### src/rtl/aes_ctr_axil_pkg.sv
// Shared definitions for the AES-128 CTR AXI4-Lite register front end:
// register offsets, control/status bit positions, response codes, FSM states
// and small word-access helpers for the 128-bit operand registers.
// Optional feature macro used by the front end: AES_CTR_AUTO_INC_EN.
package aes_ctr_axil_pkg;

    // Byte offsets of the register map.
    localparam logic [31:0] OffCtrl   = 32'h00;
    localparam logic [31:0] OffStatus = 32'h04;
    localparam logic [31:0] OffKey    = 32'h10;
    localparam logic [31:0] OffIv     = 32'h20;
    localparam logic [31:0] OffDin    = 32'h30;
    localparam logic [31:0] OffDout   = 32'h40;

    localparam int unsigned CtrlStartBit   = 0;
    localparam int unsigned CtrlAutoIncBit = 1;
    localparam int unsigned StatusBusyBit  = 0;
    localparam int unsigned StatusDoneBit  = 1;

    localparam logic [1:0] RespOkay   = 2'b00;
    localparam logic [1:0] RespSlvErr = 2'b10;

    typedef enum logic {WIdle, WResp} w_state_e;
    typedef enum logic {RIdle, RData} r_state_e;

    typedef enum logic [2:0] {
        SelNone,
        SelCtrl,
        SelStatus,
        SelKey,
        SelIv,
        SelDin,
        SelDout
    } reg_sel_e;

    // Map a byte address onto a register group; byte lane bits are ignored.
    function automatic reg_sel_e decode_sel(input logic [31:0] addr);
        logic [31:0] a;
        a = {addr[31:2], 2'b00};
        if (a == OffCtrl)               return SelCtrl;
        if (a == OffStatus)             return SelStatus;
        if (a[31:4] == OffKey[31:4])    return SelKey;
        if (a[31:4] == OffIv[31:4])     return SelIv;
        if (a[31:4] == OffDin[31:4])    return SelDin;
        if (a[31:4] == OffDout[31:4])   return SelDout;
        return SelNone;
    endfunction

    // Word 0 is the most significant word, matching NIST byte order.
    function automatic logic [31:0] get_word(input logic [127:0] v, input logic [1:0] idx);
        logic [31:0] w;
        case (idx)
            2'd0:    w = v[127:96];
            2'd1:    w = v[95:64];
            2'd2:    w = v[63:32];
            default: w = v[31:0];
        endcase
        return w;
    endfunction

    // Byte-strobed merge of one bus word into a 128-bit register.
    function automatic logic [127:0] put_word(input logic [127:0] v, input logic [1:0] idx,
                                              input logic [31:0] data, input logic [3:0] strb);
        logic [31:0]  w;
        logic [127:0] r;
        w = get_word(v, idx);
        for (int b = 0; b < 4; b++) begin
            if (strb[b]) w[8*b +: 8] = data[8*b +: 8];
        end
        r = v;
        case (idx)
            2'd0:    r[127:96] = w;
            2'd1:    r[95:64]  = w;
            2'd2:    r[63:32]  = w;
            default: r[31:0]   = w;
        endcase
        return r;
    endfunction

endpackage

### src/rtl/aes_ctr_axil_if.sv
// AXI4-Lite bus bundle between a bus master and the AES CTR register block.
interface aes_ctr_axil_if #(
    parameter int unsigned ADDR_W = 8
);
    logic [ADDR_W-1:0] awaddr;
    logic              awvalid;
    logic              awready;
    logic [31:0]       wdata;
    logic [3:0]        wstrb;
    logic              wvalid;
    logic              wready;
    logic [1:0]        bresp;
    logic              bvalid;
    logic              bready;
    logic [ADDR_W-1:0] araddr;
    logic              arvalid;
    logic              arready;
    logic [31:0]       rdata;
    logic [1:0]        rresp;
    logic              rvalid;
    logic              rready;

    modport slave (
        input  awaddr, awvalid, wdata, wstrb, wvalid, bready, araddr, arvalid, rready,
        output awready, wready, bresp, bvalid, arready, rdata, rresp, rvalid
    );

    modport master (
        output awaddr, awvalid, wdata, wstrb, wvalid, bready, araddr, arvalid, rready,
        input  awready, wready, bresp, bvalid, arready, rdata, rresp, rvalid
    );
endinterface

### src/rtl/aes_ctr_axil_regs.sv
// AXI4-Lite register front end for the single-block AES-128 CTR engine.
// Holds KEY/IV/DIN operands, issues the engine start pulse, tracks BUSY/DONE
// and captures the engine result into DOUT.
// Optional feature: define AES_CTR_AUTO_INC_EN to enable CTRL.AUTO_INC, which
// bumps IV by one (mod 2^128) whenever a result is captured.
module aes_ctr_axil_regs
    import aes_ctr_axil_pkg::*;
#(
    parameter int unsigned ADDR_W = 8
) (
    input  logic          clk,
    input  logic          rst,
    aes_ctr_axil_if.slave s_axi,
    output logic          eng_start_o,
    output logic [127:0]  eng_key_o,
    output logic [127:0]  eng_iv_o,
    output logic [127:0]  eng_data_o,
    input  logic [127:0]  eng_data_out_i,
    input  logic          eng_done_i
);

    // Write channel state.
    w_state_e          w_state_q;
    logic              awready_q, wready_q, bvalid_q;
    logic [1:0]        bresp_q;
    logic              aw_held_q, w_held_q;
    logic [ADDR_W-1:0] aw_addr_q;
    logic [31:0]       wdata_q;
    logic [3:0]        wstrb_q;

    // Read channel state.
    r_state_e          r_state_q;
    logic              arready_q, rvalid_q;
    logic [1:0]        rresp_q;
    logic [31:0]       rdata_q;

    // Register file and engine control.
    logic [127:0] key_q, key_d;
    logic [127:0] iv_q, iv_d;
    logic [127:0] din_q, din_d;
    logic [127:0] dout_q, dout_d;
    logic         busy_q, busy_d;
    logic         done_q, done_d;
    logic         auto_inc_q, auto_inc_d;
    logic         eng_start_q, eng_start_d;

    logic         aw_hs, w_hs, wr_commit;
    reg_sel_e     wsel, rsel;
    logic [1:0]   widx, ridx;
    logic [1:0]   wr_resp, rd_resp;
    logic [31:0]  rd_data;
    logic         start_req, done_clr, done_set;

    assign aw_hs     = s_axi.awvalid && awready_q;
    assign w_hs      = s_axi.wvalid && wready_q;
    assign wr_commit = (w_state_q == WIdle) && aw_held_q && w_held_q;
    assign wsel      = decode_sel(32'(aw_addr_q));
    assign widx      = aw_addr_q[3:2];
    assign rsel      = decode_sel(32'(s_axi.araddr));
    assign ridx      = s_axi.araddr[3:2];
    assign done_set  = busy_q && eng_done_i;

    // Register write decode, START/DONE handling and result capture.
    always_comb begin
        key_d       = key_q;
        iv_d        = iv_q;
        din_d       = din_q;
        dout_d      = dout_q;
        auto_inc_d  = auto_inc_q;
        wr_resp     = RespOkay;
        start_req   = 1'b0;
        done_clr    = 1'b0;
        if (wr_commit) begin
            unique case (wsel)
                SelCtrl: begin
                    start_req = wstrb_q[0] && wdata_q[CtrlStartBit];
`ifdef AES_CTR_AUTO_INC_EN
                    if (wstrb_q[0]) auto_inc_d = wdata_q[CtrlAutoIncBit];
`endif
                end
                SelStatus: done_clr = wstrb_q[0] && wdata_q[StatusDoneBit];
                SelKey: begin
                    if (busy_q) wr_resp = RespSlvErr;
                    else        key_d = put_word(key_q, widx, wdata_q, wstrb_q);
                end
                SelIv: begin
                    if (busy_q) wr_resp = RespSlvErr;
                    else        iv_d = put_word(iv_q, widx, wdata_q, wstrb_q);
                end
                SelDin: begin
                    if (busy_q) wr_resp = RespSlvErr;
                    else        din_d = put_word(din_q, widx, wdata_q, wstrb_q);
                end
                default: wr_resp = RespSlvErr;
            endcase
        end
        // IV bus writes are rejected while BUSY, so this never collides with one.
        if (done_set) begin
            dout_d = eng_data_out_i;
`ifdef AES_CTR_AUTO_INC_EN
            if (auto_inc_q) iv_d = iv_q + 128'd1;
`endif
        end
`ifndef AES_CTR_AUTO_INC_EN
        auto_inc_d = 1'b0;
`endif
        eng_start_d = start_req && !busy_q;
        if (done_set)         busy_d = 1'b0;
        else if (eng_start_d) busy_d = 1'b1;
        else                  busy_d = busy_q;
        // A completion in the same cycle as a W1C keeps DONE set.
        done_d = done_set || (done_q && !done_clr);
    end

    // Read data mux; unmapped addresses return SLVERR with zero data.
    always_comb begin
        rd_data = '0;
        rd_resp = RespOkay;
        unique case (rsel)
            SelCtrl:   rd_data[CtrlAutoIncBit] = auto_inc_q;
            SelStatus: begin
                rd_data[StatusBusyBit] = busy_q;
                rd_data[StatusDoneBit] = done_q;
            end
            SelKey:    rd_data = get_word(key_q, ridx);
            SelIv:     rd_data = get_word(iv_q, ridx);
            SelDin:    rd_data = get_word(din_q, ridx);
            SelDout:   rd_data = get_word(dout_q, ridx);
            default:   rd_resp = RespSlvErr;
        endcase
    end

    // Write FSM: collect AW and W in any order, commit, then hold the response.
    always_ff @(posedge clk or posedge rst) begin
        if (rst) begin
            w_state_q <= WIdle;
            awready_q <= 1'b0;
            wready_q  <= 1'b0;
            bvalid_q  <= 1'b0;
            bresp_q   <= RespOkay;
            aw_held_q <= 1'b0;
            w_held_q  <= 1'b0;
            aw_addr_q <= '0;
            wdata_q   <= '0;
            wstrb_q   <= '0;
        end else begin
            unique case (w_state_q)
                WIdle: begin
                    if (wr_commit) begin
                        aw_held_q <= 1'b0;
                        w_held_q  <= 1'b0;
                        awready_q <= 1'b0;
                        wready_q  <= 1'b0;
                        bvalid_q  <= 1'b1;
                        bresp_q   <= wr_resp;
                        w_state_q <= WResp;
                    end else begin
                        if (aw_hs) begin
                            aw_held_q <= 1'b1;
                            aw_addr_q <= s_axi.awaddr;
                        end
                        if (w_hs) begin
                            w_held_q <= 1'b1;
                            wdata_q  <= s_axi.wdata;
                            wstrb_q  <= s_axi.wstrb;
                        end
                        awready_q <= !(aw_held_q || aw_hs);
                        wready_q  <= !(w_held_q || w_hs);
                    end
                end
                WResp: begin
                    if (s_axi.bready) begin
                        bvalid_q  <= 1'b0;
                        awready_q <= 1'b1;
                        wready_q  <= 1'b1;
                        w_state_q <= WIdle;
                    end
                end
            endcase
        end
    end

    // Read FSM: accept one address, then hold data until the master takes it.
    always_ff @(posedge clk or posedge rst) begin
        if (rst) begin
            r_state_q <= RIdle;
            arready_q <= 1'b0;
            rvalid_q  <= 1'b0;
            rresp_q   <= RespOkay;
            rdata_q   <= '0;
        end else begin
            unique case (r_state_q)
                RIdle: begin
                    if (s_axi.arvalid && arready_q) begin
                        arready_q <= 1'b0;
                        rvalid_q  <= 1'b1;
                        rdata_q   <= rd_data;
                        rresp_q   <= rd_resp;
                        r_state_q <= RData;
                    end else begin
                        arready_q <= 1'b1;
                    end
                end
                RData: begin
                    if (s_axi.rready) begin
                        rvalid_q  <= 1'b0;
                        arready_q <= 1'b1;
                        r_state_q <= RIdle;
                    end
                end
            endcase
        end
    end

    // Register file and engine control state.
    always_ff @(posedge clk or posedge rst) begin
        if (rst) begin
            key_q       <= '0;
            iv_q        <= '0;
            din_q       <= '0;
            dout_q      <= '0;
            busy_q      <= 1'b0;
            done_q      <= 1'b0;
            auto_inc_q  <= 1'b0;
            eng_start_q <= 1'b0;
        end else begin
            key_q       <= key_d;
            iv_q        <= iv_d;
            din_q       <= din_d;
            dout_q      <= dout_d;
            busy_q      <= busy_d;
            done_q      <= done_d;
            auto_inc_q  <= auto_inc_d;
            eng_start_q <= eng_start_d;
        end
    end

    assign s_axi.awready = awready_q;
    assign s_axi.wready  = wready_q;
    assign s_axi.bvalid  = bvalid_q;
    assign s_axi.bresp   = bresp_q;
    assign s_axi.arready = arready_q;
    assign s_axi.rvalid  = rvalid_q;
    assign s_axi.rresp   = rresp_q;
    assign s_axi.rdata   = rdata_q;

    assign eng_start_o = eng_start_q;
    assign eng_key_o   = key_q;
    assign eng_iv_o    = iv_q;
    assign eng_data_o  = din_q;

endmodule

### src/flat_wrapper.sv
// flat-port wrapper written by rule: the top's interface ports become plain ports
module aes_ctr_axil_regs_flat import aes_ctr_axil_pkg::*;
#(
    parameter int unsigned ADDR_W = 8
)
  (clk, rst, eng_start_o, eng_key_o, eng_iv_o, eng_data_o, eng_data_out_i, eng_done_i, s_axi_awaddr, s_axi_awvalid, s_axi_wdata, s_axi_wstrb, s_axi_wvalid, s_axi_bready, s_axi_araddr, s_axi_arvalid, s_axi_rready, s_axi_awready, s_axi_wready, s_axi_bresp, s_axi_bvalid, s_axi_arready, s_axi_rdata, s_axi_rresp, s_axi_rvalid);
  aes_ctr_axil_if #(.ADDR_W(ADDR_W)) s_axi_i ();
  input  logic clk;
  input  logic rst;
  output logic eng_start_o;
  output logic [127:0] eng_key_o;
  output logic [127:0] eng_iv_o;
  output logic [127:0] eng_data_o;
  input  logic [127:0] eng_data_out_i;
  input  logic eng_done_i;
  input wire logic [$bits(s_axi_i.awaddr)-1:0] s_axi_awaddr;
  input wire logic [$bits(s_axi_i.awvalid)-1:0] s_axi_awvalid;
  input wire logic [$bits(s_axi_i.wdata)-1:0] s_axi_wdata;
  input wire logic [$bits(s_axi_i.wstrb)-1:0] s_axi_wstrb;
  input wire logic [$bits(s_axi_i.wvalid)-1:0] s_axi_wvalid;
  input wire logic [$bits(s_axi_i.bready)-1:0] s_axi_bready;
  input wire logic [$bits(s_axi_i.araddr)-1:0] s_axi_araddr;
  input wire logic [$bits(s_axi_i.arvalid)-1:0] s_axi_arvalid;
  input wire logic [$bits(s_axi_i.rready)-1:0] s_axi_rready;
  output wire logic [$bits(s_axi_i.awready)-1:0] s_axi_awready;
  output wire logic [$bits(s_axi_i.wready)-1:0] s_axi_wready;
  output wire logic [$bits(s_axi_i.bresp)-1:0] s_axi_bresp;
  output wire logic [$bits(s_axi_i.bvalid)-1:0] s_axi_bvalid;
  output wire logic [$bits(s_axi_i.arready)-1:0] s_axi_arready;
  output wire logic [$bits(s_axi_i.rdata)-1:0] s_axi_rdata;
  output wire logic [$bits(s_axi_i.rresp)-1:0] s_axi_rresp;
  output wire logic [$bits(s_axi_i.rvalid)-1:0] s_axi_rvalid;
  assign s_axi_i.awaddr = s_axi_awaddr;
  assign s_axi_i.awvalid = s_axi_awvalid;
  assign s_axi_i.wdata = s_axi_wdata;
  assign s_axi_i.wstrb = s_axi_wstrb;
  assign s_axi_i.wvalid = s_axi_wvalid;
  assign s_axi_i.bready = s_axi_bready;
  assign s_axi_i.araddr = s_axi_araddr;
  assign s_axi_i.arvalid = s_axi_arvalid;
  assign s_axi_i.rready = s_axi_rready;
  assign s_axi_awready = s_axi_i.awready;
  assign s_axi_wready = s_axi_i.wready;
  assign s_axi_bresp = s_axi_i.bresp;
  assign s_axi_bvalid = s_axi_i.bvalid;
  assign s_axi_arready = s_axi_i.arready;
  assign s_axi_rdata = s_axi_i.rdata;
  assign s_axi_rresp = s_axi_i.rresp;
  assign s_axi_rvalid = s_axi_i.rvalid;
  aes_ctr_axil_regs #(.ADDR_W(ADDR_W)) u_core (.clk(clk), .rst(rst), .s_axi(s_axi_i), .eng_start_o(eng_start_o), .eng_key_o(eng_key_o), .eng_iv_o(eng_iv_o), .eng_data_o(eng_data_o), .eng_data_out_i(eng_data_out_i), .eng_done_i(eng_done_i));
endmodule
### config.mk
export PLATFORM = sky130hd
export DESIGN_NAME = aes_ctr_axil_regs_flat
export DESIGN_NICKNAME = d
export VERILOG_FILES = /design/src/rtl/aes_ctr_axil_pkg.sv /design/src/rtl/aes_ctr_axil_if.sv /design/src/rtl/aes_ctr_axil_regs.sv /design/src/flat_wrapper.sv
export SDC_FILE = /design/constraint.sdc
export NUM_CORES = 2
export LEC_CHECK = 0
export CAP_MARGIN = 20
export CORE_ASPECT_RATIO = 0.9
export CORE_MARGIN = 3
export CORE_UTILIZATION = 52
export DETAILED_ROUTE_END_ITERATION = 8
export GPL_ROUTABILITY_DRIVEN = 0
export PLACE_DENSITY = 0.81
export REMOVE_ABC_BUFFERS = 1
export SYNTH_ARGS = -nofsm -noshare
export SYNTH_HDL_FRONTEND = slang
export SYNTH_SLANG_ARGS = --single-unit
### constraint.sdc
create_clock -name clk -period 24.9 [get_ports clk]
set_input_delay 4.98 -clock clk [delete_from_list [all_inputs] [get_ports clk]]
set_output_delay 4.98 -clock clk [all_outputs]
set_load 0.005 [all_outputs]
; Word-level counts from Yosys, hierarchy flattened
; Cells that the tools add are included.
[totals]
ff_bits = 604
in_bits = 188
output_inout_bits = 426
wordCells = 236
[classes]
eq_ne = 29
mux = 123
bitwise = 5
reduce_logical = 48
[ops]
columns = operator, count
row1 = 32-bit case mux with 3 select lines, 7
row2 = 30-bit case mux with 4 select lines, 1
row3 = 8-bit 2-to-1 mux, 12
row4 = 3-bit 2-to-1 mux, 26
row5 = 1-bit 2-to-1 mux, 65
row6 = 4-bit AND reduction, 12
row7 = 4-bit by 2-bit equality test with 1-bit output (second input constant), 4
row8 = 3-bit equality test (second input constant), 5
row9 = 1-bit case mux with 2 select lines, 7
row10 = 3-bit by 2-bit equality test with 1-bit output (second input constant), 4
row11 = 6-bit by 1-bit equality test with 1-bit output (second input constant), 2
row12 = 6-bit zero test, 2
row13 = 2-bit AND reduction, 6
row14 = 1-bit logical AND, 10
row15 = 1-bit case mux with 5 select lines, 2
row16 = 4-bit by 1-bit equality test with 1-bit output (second input constant), 2
row17 = 4-bit by 3-bit equality test with 1-bit output (second input constant), 2
row18 = 3-bit by 1-bit equality test with 1-bit output (second input constant), 2
row19 = 3-bit AND reduction, 2
row20 = 2-bit nonzero test, 3
row21 = 3-bit OR reduction, 2
row22 = 6-bit OR reduction, 1
row23 = 1-bit inverter, 5
row24 = 2-bit by 1-bit equality test with 1-bit output (second input constant), 2
row25 = other kinds (9), 19

; Longest topological paths before layout
[logic_depth]
word_depth = 29
depth_mapped = 8
depth_no_buf = 4

; Worst setup path before layout
; Ideal clock, no wire load.
[synth_path]
path_kind = in2reg
start = input port s_axi_araddr[2]
end = register u_core.rdata_q[2], in the netlist u_core.s_axi.rdata[2]
setup_ns = 0.121
t_arrival_ns = 6.348
t_required_ns = 24.779
setup_slack_ns = 18.431
stages = 7
n_path_buf = 3
cell_sequence = buf_4 buf_2 buf_2 mux4_2 a22oi_1 nand2_1 a22o_1
[synth_between]
elab_chain_cells = 15
word_cells_on_any_way = 29
classes_between = eq/ne (7) / mux (20) / reduce/logical (2)
[synth_rtl]
columns = item, line
row1 = "start, declared", flat_wrapper.sv:22  ; input wire logic [$bits(s_axi_i.araddr)-1:0] s_axi_araddr;
row2 = 6-bit by 1-bit equality test with 1-bit output, aes_ctr_axil_pkg.sv:41  ; if (a == OffStatus) return SelStatus;
row3 = 3-bit 2-to-1 mux (2 in a row), aes_ctr_axil_pkg.sv:41
row4 = 3-bit 2-to-1 mux, aes_ctr_axil_pkg.sv:42  ; if (a[31:4] == OffKey[31:4]) return SelKey;
row5 = 3-bit 2-to-1 mux, aes_ctr_axil_pkg.sv:43  ; if (a[31:4] == OffIv[31:4]) return SelIv;
row6 = 3-bit 2-to-1 mux, aes_ctr_axil_pkg.sv:44  ; if (a[31:4] == OffDin[31:4]) return SelDin;
row7 = 3-bit 2-to-1 mux, aes_ctr_axil_pkg.sv:45  ; if (a[31:4] == OffDout[31:4]) return SelDout;
row8 = 3-bit 2-to-1 mux, aes_ctr_axil_pkg.sv:46  ; return SelNone;
row9 = 3-bit 2-to-1 mux, aes_ctr_axil_pkg.sv:45
row10 = 3-bit 2-to-1 mux, aes_ctr_axil_pkg.sv:44
row11 = 3-bit 2-to-1 mux, aes_ctr_axil_pkg.sv:43
row12 = 3-bit 2-to-1 mux, aes_ctr_axil_pkg.sv:42
row13 = 3-bit 2-to-1 mux, aes_ctr_axil_pkg.sv:41
row14 = 3-bit equality test / 3-bit by 2-bit equality test with 1-bit output (equally long branches), aes_ctr_axil_regs.sv:119  ; unique case (rsel)
row15 = 30-bit case mux with 4 select lines *, aes_ctr_axil_regs.sv:119
row16 = "end signal, assigned", aes_ctr_axil_regs.sv:197  ; rdata_q <= rd_data;
row17 = "end, declared", aes_ctr_axil_regs.sv:35  ; logic [31:0] rdata_q;
; Mark *: on every way between the ends. The rest lies on a longest branch, timed or not. The select of a mux whose other input is x is not followed.
; A chain may end at the register's enable or synchronous reset.

==> metrics <==
vias in the first global route=22,477; Skew-Pair Late Insertion Delay=0.62 ns; largest net degree at the start of global routing=141; vias post-DR=21,511; Area growth syn-to-layout=29.66%; Async SR Flop Fraction=1.000; Post-CTS Resized=0; flops & latches, synth=600; unique cell type count in the Yosys netlist=39; synthesized area=0.02923 mm^2; critical-path maximum fanout=140; design area=0.03790 mm^2; placed cell areas=0.03578 mm^2; RSZ-0062 raised after global routing=no; DRT Pass-1 Iters=5; cell count along the critical path=5; Setup crit end=u_core.wstrb_q[1]; top cells by area, synth=dfrtp_1, mux4_2, mux2_2; Cell Pwr Density=108.4 mW/mm^2; fin. max-slew vios=0; Slew @ Worst Pin=1.044 ns; multi-input logic area=0.01323 mm^2; Final Non-Filler Cells=3,421; Die H=230.9 um; worst path cell trace=clkdlybuf4s50_1, inv_8, buf_4, buf_4, buf_4; register-to-register setup slack=21.70 ns; row count=81; IO Pins=614; clk sinks=600; Vias/cell=6.288; depth of the most critical reg-to-reg path=5; most frequent CP cell=buf_4; Post-synth EDFFs=0; placed insts=3,303; postcts setup bufs=0; CP Launch Type=primary input; final-layout fill cell count=3,802; Worst Path Buf+Inv=5; CTS Buf Count=60; Crit path max-delay family=buffers and inverters; CP Capture Type=asynchronous set/reset pin; gr ovfl total=0; DRT Wirelength=99.69 mm; slowest CP cell=buf_4; Iteration-0 DRC Markers=1,607; CP arrival=8.68 ns; core area=0.05493 mm^2; Die ar.=0.05910 mm^2; DRC=0; clk buf depth=3; Rel. slew slack=0.3039; Syn Area/Cell=14.11 um^2; DPL Wire Length=64.72 mm; Synth top area share=0.5137; share of cells above drive strength 1=0.2961; Die X=255.9 um; TritonCTS clock tree=yes; Worst R2R End=u_core.eng_key_o[16]; Fin Setup TNS=0 ns; YS warnings=0; most frequent cell after synthesis=dfrtp_1; Syn Inst Count=2,072; HP Class=register to register; cell taking the most area after synthesis=dfrtp_1; FMAX=122.9 MHz; final antenna-violating net count=0; reg2reg start=u_core.aw_addr_q[3]; post-layout min period=8.134 ns; Root Driver=clkbuf_16; Worst Setup SP=rst; initial antenna violation count=5; clock slew at reported path FFs=0.06 ns; MaxCap Viol Count=0; status=finished, final reports clean; global-route wire length before repair=148.4 mm; leak pwr=16.39 nW; prevailing post-synth register cell=dfrtp_1; final setup fails=0; Synth top cells by count=dfrtp_1, mux2_2, mux4_2; crit-path max cell delay=0.89 ns; kind of critical path=primary input to asynchronous set/reset pin; Final Hold Fails=0; # port buffers=607; nets=2,808; Hold-fix buffers, CTS=0; skew final=0.01727 ns; Starting Density=0.5321; gr usage total=0.3345; worst vdd ir=82.99 uV; Final Cycle Share=0.3267; Register Area=0.01502 mm^2; Routed WL per cell=29.14 um; CTS H-tree depth=2; register area share after synthesis=0.5137; Worst Path Required=25.44 ns
[sequential cells by signal, summed over array words and instances, names as in the netlist, 4 cells and up]
register,cells
u_core.eng_key_o,128
u_core.eng_iv_o,128
u_core.aw_addr_q,6
u_core.dout_q,128
u_core.wstrb_q,4
u_core.eng_data_o,128
u_core.wdata_q,32
u_core.s_axi.rdata,32
[per-layer routing]
metal	track usage	vias to the layer above	wire [um]	part of all wire
li1	-	8832	-	-
met1	0.4207	11294	36740	0.37
met2	0.5566	1156	49190	0.49
met3	0.1013	225	10150	0.10
met4	0.1152	4	3587	0.036
met5	0	-	30	0.00030
[layout make-up]
class / instances / share of cell area
tap: 747 / 0.02466
clock inverter: 29 / 0.008814
timing repair buffer: 642 / 0.1682
clock buffer: 84 / 0.04572
sequential: 600 / 0.3964
antenna: 3 / 0.0001981
inverter: 69 / 0.007032
multi-input combinational: 1247 / 0.3490
[worst min-delay path: cells and delay by family, from the launching register on]
kind	cells	cell delay, ns
and+or+nand+nor	2	0.10
DFF	1	0.35
[cell families after synthesis]
logic type             after synthesis  synth area share
and+or+nand+nor                    261           0.03891
buffers and inverters              226           0.03822
DFF                                600            0.5137
AOI/OAI and AO/OA                  301           0.06108
other                                1         0.0001283
muxes                              683            0.3480
[where the power goes]
part           switching (mW)  total [mW]  internal [mW]  leakage (nW)
registers               0.333        1.62           1.29          8.00
clock network           0.395       0.952          0.557          1.03
logic                   0.671        1.54          0.866          7.36
[cell usage in the layout (no fill, tap or decap), types with 13 or more instances in the layout]
| master | n |
|---|---|
| a22o_1 | 30 |
| mux2_1 | 25 |
| mux4_2 | 224 |
| clkbuf_8 | 13 |
| dfrtp_1 | 597 |
| mux2_2 | 401 |
| o21ai_0 | 91 |
| o21ai_1 | 72 |
| clkdlybuf4s50_1 | 605 |
| inv_1 | 68 |
| a22oi_1 | 62 |
| nand2_1 | 171 |
| clkinv_2 | 18 |
| mux2i_1 | 33 |
| a21oi_1 | 41 |
| buf_4 | 33 |
| clkbuf_16 | 61 |
| nor2_1 | 45 |
[how the worst min path moves through the flow]
stage               slack [ns]                   end                 from  cells after the start
finish                    0.48   u_core.s_axi.bvalid  u_core.s_axi.bvalid                      2
global route              0.50  u_core.s_axi.arready     u_core.r_state_q                      1
CTS                       0.48  u_core.s_axi.arready     u_core.r_state_q                      1
detailed placement        0.48  u_core.s_axi.arready     u_core.r_state_q                      1
global placement          0.46   u_core.s_axi.rvalid  u_core.s_axi.rvalid                      2
floorplan                 0.44  u_core.s_axi.arready     u_core.r_state_q                      1
[per-stage QoR]
stage / hold slack (ns) / utilization / power, mW / worst slack [ns]
2_1_floorplan: 0.4405 / - / 2.323 / 3.125
3_3_place_gp: 0.4621 / 0.6514 / 3.070 / 15.73
3_5_place_dp: 0.4757 / 0.6514 / 3.142 / 15.59
4_1_cts: 0.4840 / 0.6890 / 4.107 / 16.25
5_1_grt: 0.5022 / 0.6899 / 4.295 / 16.23
6_report: 0.4846 / 0.6900 / 4.107 / 16.77
No activity file was read; power rests on OpenSTA's default activity.
